File: config.mk
export PLATFORM = sky130hd
export DESIGN_NAME = ofdm_cp_inserter
export DESIGN_NICKNAME = d
export VERILOG_FILES = /design/src/rtl/ofdm_cp_inserter.sv
export SDC_FILE = /design/constraint.sdc
export NUM_CORES = 2
export LEC_CHECK = 0
export ABC_AREA = 0
export ABC_CLOCK_PERIOD_IN_PS = 11800
export CAP_MARGIN = 20
export CORE_MARGIN = 3
export CORE_UTILIZATION = 55
export DETAILED_ROUTE_END_ITERATION = 12
export GPL_TIMING_DRIVEN = 0
export PLACE_DENSITY = 0.71
export SYNTH_ARGS = -nofsm -noshare
export SYNTH_HDL_FRONTEND = slang
export SYNTH_SLANG_ARGS = --single-unit
File: constraint.sdc
create_clock -name clk -period 11.8 [get_ports clk]
set_input_delay 2.36 -clock clk [delete_from_list [all_inputs] [get_ports clk]]
set_output_delay 2.36 -clock clk [all_outputs]
set_load 0.03 [all_outputs]
File: src/rtl/ofdm_cp_inserter.sv
// Cyclic-prefix inserter: buffers each N-sample symbol in a ping-pong RAM and
// re-emits it as the last CP_LEN samples followed by all N samples.
module ofdm_cp_inserter #(
    parameter int DW     = 16,
    parameter int N      = 64,
    parameter int CP_LEN = 16
) (
    input  logic                 clk,
    input  logic                 reset,
    input  logic                 in_en,
    input  logic signed [DW-1:0] inx,
    input  logic signed [DW-1:0] iny,
    output logic                 out_en,
    output logic                 out_sof,
    output logic signed [DW-1:0] outx,
    output logic signed [DW-1:0] outy,
    output logic                 overflow
);

    localparam int            AW       = $clog2(N);
    localparam logic [AW-1:0] CP_START = AW'(N - CP_LEN);
    localparam logic [AW-1:0] LAST     = AW'(N - 1);

    typedef enum logic [1:0] {IDLE, CP, DATA} state_t;

    state_t          state;
    logic [2*DW-1:0] mem [0:2*N-1];
    logic            wbank;
    logic            rbank;
    logic [AW-1:0]   widx;
    logic [AW-1:0]   ridx;
    logic [1:0]      full;
    logic [1:0]      full_next;
    logic            release_now;
    logic            wr_ok;
    logic            wr_last;
    logic [2*DW-1:0] rd_word;

    // A bank released by the reader this cycle may be refilled in the same cycle.
    always_comb begin
        release_now = (state == DATA) && (ridx == LAST);
        wr_ok       = in_en && (!full[wbank] || (release_now && (rbank == wbank)));
        wr_last     = wr_ok && (widx == LAST);
        rd_word     = mem[{rbank, ridx}];
    end

    // NOTE: every signal assigned in always_comb gets a default first, so no latch is inferred.
    always_comb begin
        full_next = full;
        if (release_now) full_next[rbank] = 1'b0;
        if (wr_last)     full_next[wbank] = 1'b1;
    end

    // NOTE: the sample RAM carries no reset; its contents are meaningless until written.
    always_ff @(posedge clk) begin
        if (wr_ok) mem[{wbank, widx}] <= {inx, iny};
    end

    // NOTE: all sequential state uses non-blocking assignments so every register sees pre-edge values.
    always_ff @(posedge clk or posedge reset) begin
        if (reset) begin
            state    <= IDLE;
            wbank    <= 1'b0;
            rbank    <= 1'b0;
            widx     <= '0;
            ridx     <= '0;
            full     <= '0;
            out_en   <= 1'b0;
            out_sof  <= 1'b0;
            outx     <= '0;
            outy     <= '0;
            overflow <= 1'b0;
        end else begin
            full <= full_next;

            if (in_en && !wr_ok) overflow <= 1'b1;
            if (wr_ok) begin
                widx <= widx + 1'b1;
                if (wr_last) wbank <= ~wbank;
            end

            out_en  <= 1'b0;
            out_sof <= 1'b0;
            case (state)
                IDLE: begin
                    if (full[rbank]) begin
                        state <= CP;
                        ridx  <= CP_START;
                    end
                end
                CP: begin
                    out_en  <= 1'b1;
                    out_sof <= (ridx == CP_START);
                    outx    <= rd_word[2*DW-1:DW];
                    outy    <= rd_word[DW-1:0];
                    ridx    <= ridx + 1'b1;
                    if (ridx == LAST) state <= DATA;
                end
                DATA: begin
                    out_en <= 1'b1;
                    outx   <= rd_word[2*DW-1:DW];
                    outy   <= rd_word[DW-1:0];
                    ridx   <= ridx + 1'b1;
                    if (ridx == LAST) begin
                        rbank <= ~rbank;
                        // Registered flag: a bank completing this very cycle is picked up from IDLE.
                        if (full[~rbank]) begin
                            state <= CP;
                            ridx  <= CP_START;
                        end else begin
                            state <= IDLE;
                        end
                    end
                end
                default: state <= IDLE;
            endcase
        end
    end

endmodule

# After elaboration in Yosys (flattened, before gate mapping)
# Memories as Yosys holds them, arrays and structs flattened. A register that Yosys moved wholly into a read port is not among the register bits.
# Cells that the tools add are included.
[word_totals]
inputBits = 35
output_inout_bits = 35
mem_count = 1
ramBits = 4096
reg_bits = 21
elab_cells = 73
[op_classes]
addsub = 2
bitwise = 5
reduce_logical = 17
mux = 25
eq_ne = 9
magnitude_cmp = 5
[memory_table]
columns = ["memory", "words", "word_bits", "rd", "rd_clocked_by_memory_dff", "write_ports", "line_no", "source"]
rows = [
  ["mem", 128, 32, 1, 1, 1, "27", "logic [2*DW-1:0] mem [0:2*N-1];"],
]
[op_table]
columns = ["operator", "n"]
rows = [
  ["== test 6 bit (second input constant)", 3],
  ["two-way mux 6 bit", 3],
  ["one-hot mux 6 bit (3 select lines)", 1],
  ["two-way mux 1 bit", 13],
  ["adder 6 x 1 -> 6 bit (second input constant)", 2],
  ["two-way mux 2 bit", 5],
  ["logical AND 1 bit", 7],
  ["< comparator 1 x 2 -> 1 bit (second input constant)", 3],
  ["one-hot mux 2 bit (3 select lines)", 1],
  ["AND reduction 2 bit", 3],
  ["!= test 2 bit (second input constant)", 2],
  ["AND reduction 3 bit", 1],
  ["nonzero test 3 bit", 1],
  ["bitwise AND 2 bit", 1],
  ["demux 1 bit (select 1 bit)", 2],
  ["== test 2 x 1 -> 1 bit (second input constant)", 1],
  ["== test 2 bit (second input constant)", 1],
  [">= comparator 1 bit (second input constant)", 2],
  ["logical NOT 1 bit", 2],
  ["logical NOT 2 bit", 1],
  ["!= test 2 x 1 -> 1 bit (second input constant)", 1],
  ["NOT 1 bit", 2],
  ["NOT 2 bit", 1],
  ["bitwise OR 2 bit", 1],
  ["other kinds (3)", 3],
]

# Logic depth before layout (Yosys ltp)
[depth]
ltp_word = 9
depth_mapped = 12

# Worst setup path before layout
# Ideal clock, no wire load.
[synth_timing]
kind = "in2reg"
from = "input port in_en"
to = "memory mem[103][0] (netlist name) (enable)"
path_stages = 5
arrival_ns = 4.426
path_buffers = 1
setup_ns = 0.421
t_required_ns = 11.379
setup_slack_ns = 6.953
path_cell_list = "nand3b_4 nor2_4 nand3_2 buf_2 nor2_1"
[synth_via]
elab_chain_len = 3
[synth_lines]
columns = ["element", "line_no", "source"]
rows = [
  ["start, declared", "10", "input logic in_en,"],
  ["logical AND 1 bit", "42", "wr_ok = in_en && (!full[wbank] || (release_now && (rbank == wbank)));"],
  ["two-way mux 1 bit", "56", "if (wr_ok) mem[{wbank, widx}] <= {inx, iny};"],
  ["two-way mux 1 bit (not written as such)", "56", ""],
  ["end, declared", "27", ""],
]
# No other way between the ends.

# Final worst setup path
[layout_timing]
from = "register state[0]"
to = "memory mem[99][16] (netlist name) (enable)"
[layout_via]
elab_chain_len = 7
[layout_lines]
columns = ["element", "line_no", "source"]
rows = [
  ["start, declared", "26", "state_t state;"],
  ["start signal, assigned", "62", "state <= IDLE;"],
  ["start signal, assigned", "87", "state <= CP;"],
  ["start signal, assigned", "97", "if (ridx == LAST) state <= DATA;"],
  ["== test 2 bit", "41", "release_now = (state == DATA) && (ridx == LAST);"],
  ["logical AND 1 bit", "41", ""],
  ["logical AND 1 bit", "42", ""],
  ["logical OR 1 bit", "42", ""],
  ["logical AND 1 bit", "42", ""],
  ["two-way mux 1 bit", "56", ""],
  ["two-way mux 1 bit (not written as such)", "56", ""],
]
# No other way between the ends.

==> impl_results.md <==
- Fin nets: 8450
- Setup slack after placement: 5600 ps
- Wire per inst: between 40 and 50 microns
- Pwr Total: 0.0296 W
- Hold Startpoint: overflow$_DFFE_PP0P_
- Post-layout util: 64.0%
- Max VDD drop: roughly 0.00014 V
- Layout cells sized above 1: a little under a quarter
- Die footprint: roughly 300000 sq um
- Reg2Reg Depth: 10
- CTS hold repair buffers: 0
- CTS max path bufs: 4
- Post-Syn Instances: 7672
- Leading area contributor after synthesis: edfxtp_1
- Fmax: 178 MHz
- Max-slew headroom: about 4.5%
- Sequential-to-total area share from yosys stat: 77.6%
- Syn nets: 7714
- Initial antenna violation count: 63
- CTS tree: done
- Antenna-violating nets left: 0
- Initial Util: 55.5%
- EDFF count, synth: ~4000
- Critical Path Source Type: register
- Worst EP required: 12440 ps
- Synth top area share: between 70% and 80%
- CP arrival: roughly 6300 ps
- Final setup vio count: 0
- Num rows: 197
- Slowest cell on the critical path: nand3_1
- Die height: 546 microns
- Final WL: 587 mm
- Clock latency at the later pin of the worst-skew pair: between 1000 and 1500 ps
- Via Count: 90500
- TritonRoute pass-1 iters: 6
- Crit Path Class: reg -> reg
- Crit-path max cell delay: roughly 840 ps
- Drt initial violations: 18600
- Pwr/cell area: 160 nW/um^2
- Clk_skew: 84.4 ps
- Fill cell count: 19100
- Total core area: between 200000 and 300000 sq um
- Leakage: 56.0 nW
- Vias per cell: ~7
- Top delay family on crit path: simple AND/OR/NAND/NOR gates
- First-pass GRT wire length: 772 mm
- Worst Slack Setup Final: about 6200 ps
- Die width: 546 microns
- Total CTS buffers: 409
- CTS HTree Levels: 5
- Most common cell on crit path: nand3_1
- Sink of the worst hold path: overflow$_DFFE_PP0P_
- Synthesized area per cell: 20.9 sq um
- FF/Latch Area: roughly 120000 sq um
- Final min period: around 5600 ps
- Distinct cell type count after synthesis: 71
- Cell Area, Synth: 160000 sq um
- Area contributors post-synth: edfxtp_1, mux4_2, mux2i_1
- Post-CTS Repair Setup Buffers: 0
- Footprint of the multi-input gates: 33900 sq um
- GP Congestion: 1.03
- Worst R2R Start: state[0]$_DFFE_PP0P_
- RSZ-0062 raised after global routing: no
- R2r setup slk: 6190 ps
- Worst min-delay path category: reg -> reg
- Worst Path Max Fanout: 17
- Clock slew at the register clock pins of the worst setup and hold paths: 60 ps
- GRT overflow: 0
- Synth Flop Type: edfxtp_1
- Final Cycle Share: a little under half
- Warnings from Yosys: 0
- Worst slew pin tran: 1430 ps
- Vias in the first global route: 85400
- Gates resized, CTS repair: 0
- Port buffer count: 69
- Max Slew Vio Count: 0
- Num ports: 70
- Cells on Worst Hold Path: 1
- Final Hold Fails: 0
- Crit path cell chain: inv_1 > ha_1 > nand3_1 > o311ai_1 > nand3b_4 > nor2_2 > nand3_1 > buf_2 > nor2_4 > buf_12
- Crit. End Element: register
- All-Layer GR Usage: 39.1%
- Buf/Inv on CP: 3
- Clock sinks: ~4100
- Worst R2R End: mem[99][16]$_DFFE_PP_
- Status: complete, no violations
- Final TNS setup: 0 ps
- Drt drc: 0
- DP HPWL: 409 mm
- Ys async rst share: 1.28%
- Pin count of the biggest net entering global routing: around 120
- Clock root cell: clkbuf_16
- Area delta synth->final: 15.5%
- Max_cap viols: 0
- Seq cells post-synth: 4149
## cells in the mapped netlist (4+ instances only)
cell type	n
dfrtp_1	53
o41ai_1	4
buf_6	76
mux4_2	669
a221o_1	4
xnor2_1	6
o32ai_1	4
o21ai_1	16
inv_1	11
nand2_1	171
o221ai_1	70
a211oi_1	57
buf_2	105
buf_12	5
o22ai_1	135
nor2b_1	16
edfxtp_1	4096
a22oi_1	119
a311oi_1	29
clkbuf_1	125
nand2b_1	6
a221oi_2	13
a2111oi_0	33
or3_1	5
o311a_1	25
a221oi_1	35
ha_1	7
a21oi_1	252
nor3_1	47
o31ai_1	4
and2_1	5
a31oi_1	35
buf_4	110
buf_1	21
a211o_1	17
nand3_1	13
buf_8	13
o21ai_0	90
mux2_2	31
nor2_1	250
o211ai_1	12
mux2i_1	805
a22o_1	26
## worst register-to-register path, delay by kind of cell (launching register included)
family	cells	cell delay (ps)
fa+ha+maj	1	510
compound gates	1	570
buf+inv	3	1060
simple gates	5	2660
flops	1	410
## power by group
group | internal [W] | leakage (nW) | switching (W)
Combinational | 0.0000419 | 12.1 | 0.000296
Sequential | 0.0162 | 37.4 | 0.00000000000000000000721
Clock | 0.00739 | 6.45 | 0.00568
## kinds of logic after synthesis
family	Yosys count	share of synthesized area (%)
AO/OA/AOI/OAI	995	4.26
XOR/XNOR	6	0.0328
adder cells (fa/ha/maj)	7	0.0547
buffers and inverters	471	1.95
flip-flops	4149	77.6
multiplexers	1505	14.7
AND/OR/NAND/NOR	539	1.45
## routing by layer
metal  track usage [%]  part of all wire (%)
met1              49.6                    32
met2              55.3                    43
met3              13.2                    15
met4              31.0                    10
met5             0.272                 0.060
## registers in the layout (all words and copies together), names as in the netlist
name	count
rbank	1
out_en	1
state	2
wbank	1
full	2
overflow	1
mem	4096
ridx	6
outy	16
widx	6
out_sof	1
outx	16
## metrics by stage
step,hold slack [ps],cell area (sq um),cells
final,477,185000,12600
after global routing,491,185000,12600
after CTS,480,185000,12600
after detailed placement,463,172000,11900
after global placement,454,166000,11600
after floorplan,493,160000,7672
## layout make-up
class	instances	area share [%]
antenna	16	0.0216
buffer	457	1.66
clock buffer	493	5.77
clock inverter	248	1.42
inverter	14	0.0298
multi-input combinational	3052	18.3
sequential	4149	67.2
tap	3880	2.62
timing repair buffer	325	2.96
## how the worst max path moves through the flow
stage | startpoint | endpoint | slack (ps) | cells past startpoint
after floorplan | in_en | mem[103][0]$_DFFE_PP_ | 6950 | 5
after global placement | in_en | mem[113][25]$_DFFE_PP_ | 3080 | 6
after detailed placement | in_en | mem[113][2]$_DFFE_PP_ | 5600 | 8
after CTS | state[0]$_DFFE_PP0P_ | mem[113][2]$_DFFE_PP_ | 6330 | 11
after global routing | state[0]$_DFFE_PP0P_ | mem[113][2]$_DFFE_PP_ | 6290 | 11
final | state[0]$_DFFE_PP0P_ | mem[99][16]$_DFFE_PP_ | 6190 | 10
## layout by cell type, fill, tap and decap left out, types with 26 or more instances in the layout
cell type,synthesis,layout
nor3_1,47,47
dfrtp_1,53,53
clkdlybuf4s50_1,0,37
clkbuf_16,0,414
a31oi_1,35,35
clkinv_2,0,73
o21ai_0,90,90
buf_8,13,28
nand2_1,171,171
mux2_2,31,31
a221oi_1,35,35
o22ai_1,135,135
o221ai_1,70,70
edfxtp_1,4096,4096
clkinv_1,1,93
nor2_4,2,130
buf_12,5,122
clkbuf_1,125,202
buf_2,105,119
a22o_1,26,26
mux2i_1,805,805
a22oi_1,119,119
a21oi_1,252,252
a211oi_1,57,57
mux4_2,669,669
buf_16,0,64
buf_4,110,151
nor2_1,250,122
buf_6,76,104
bufinv_16,0,43
No activity file was read; power rests on OpenSTA's default activity.
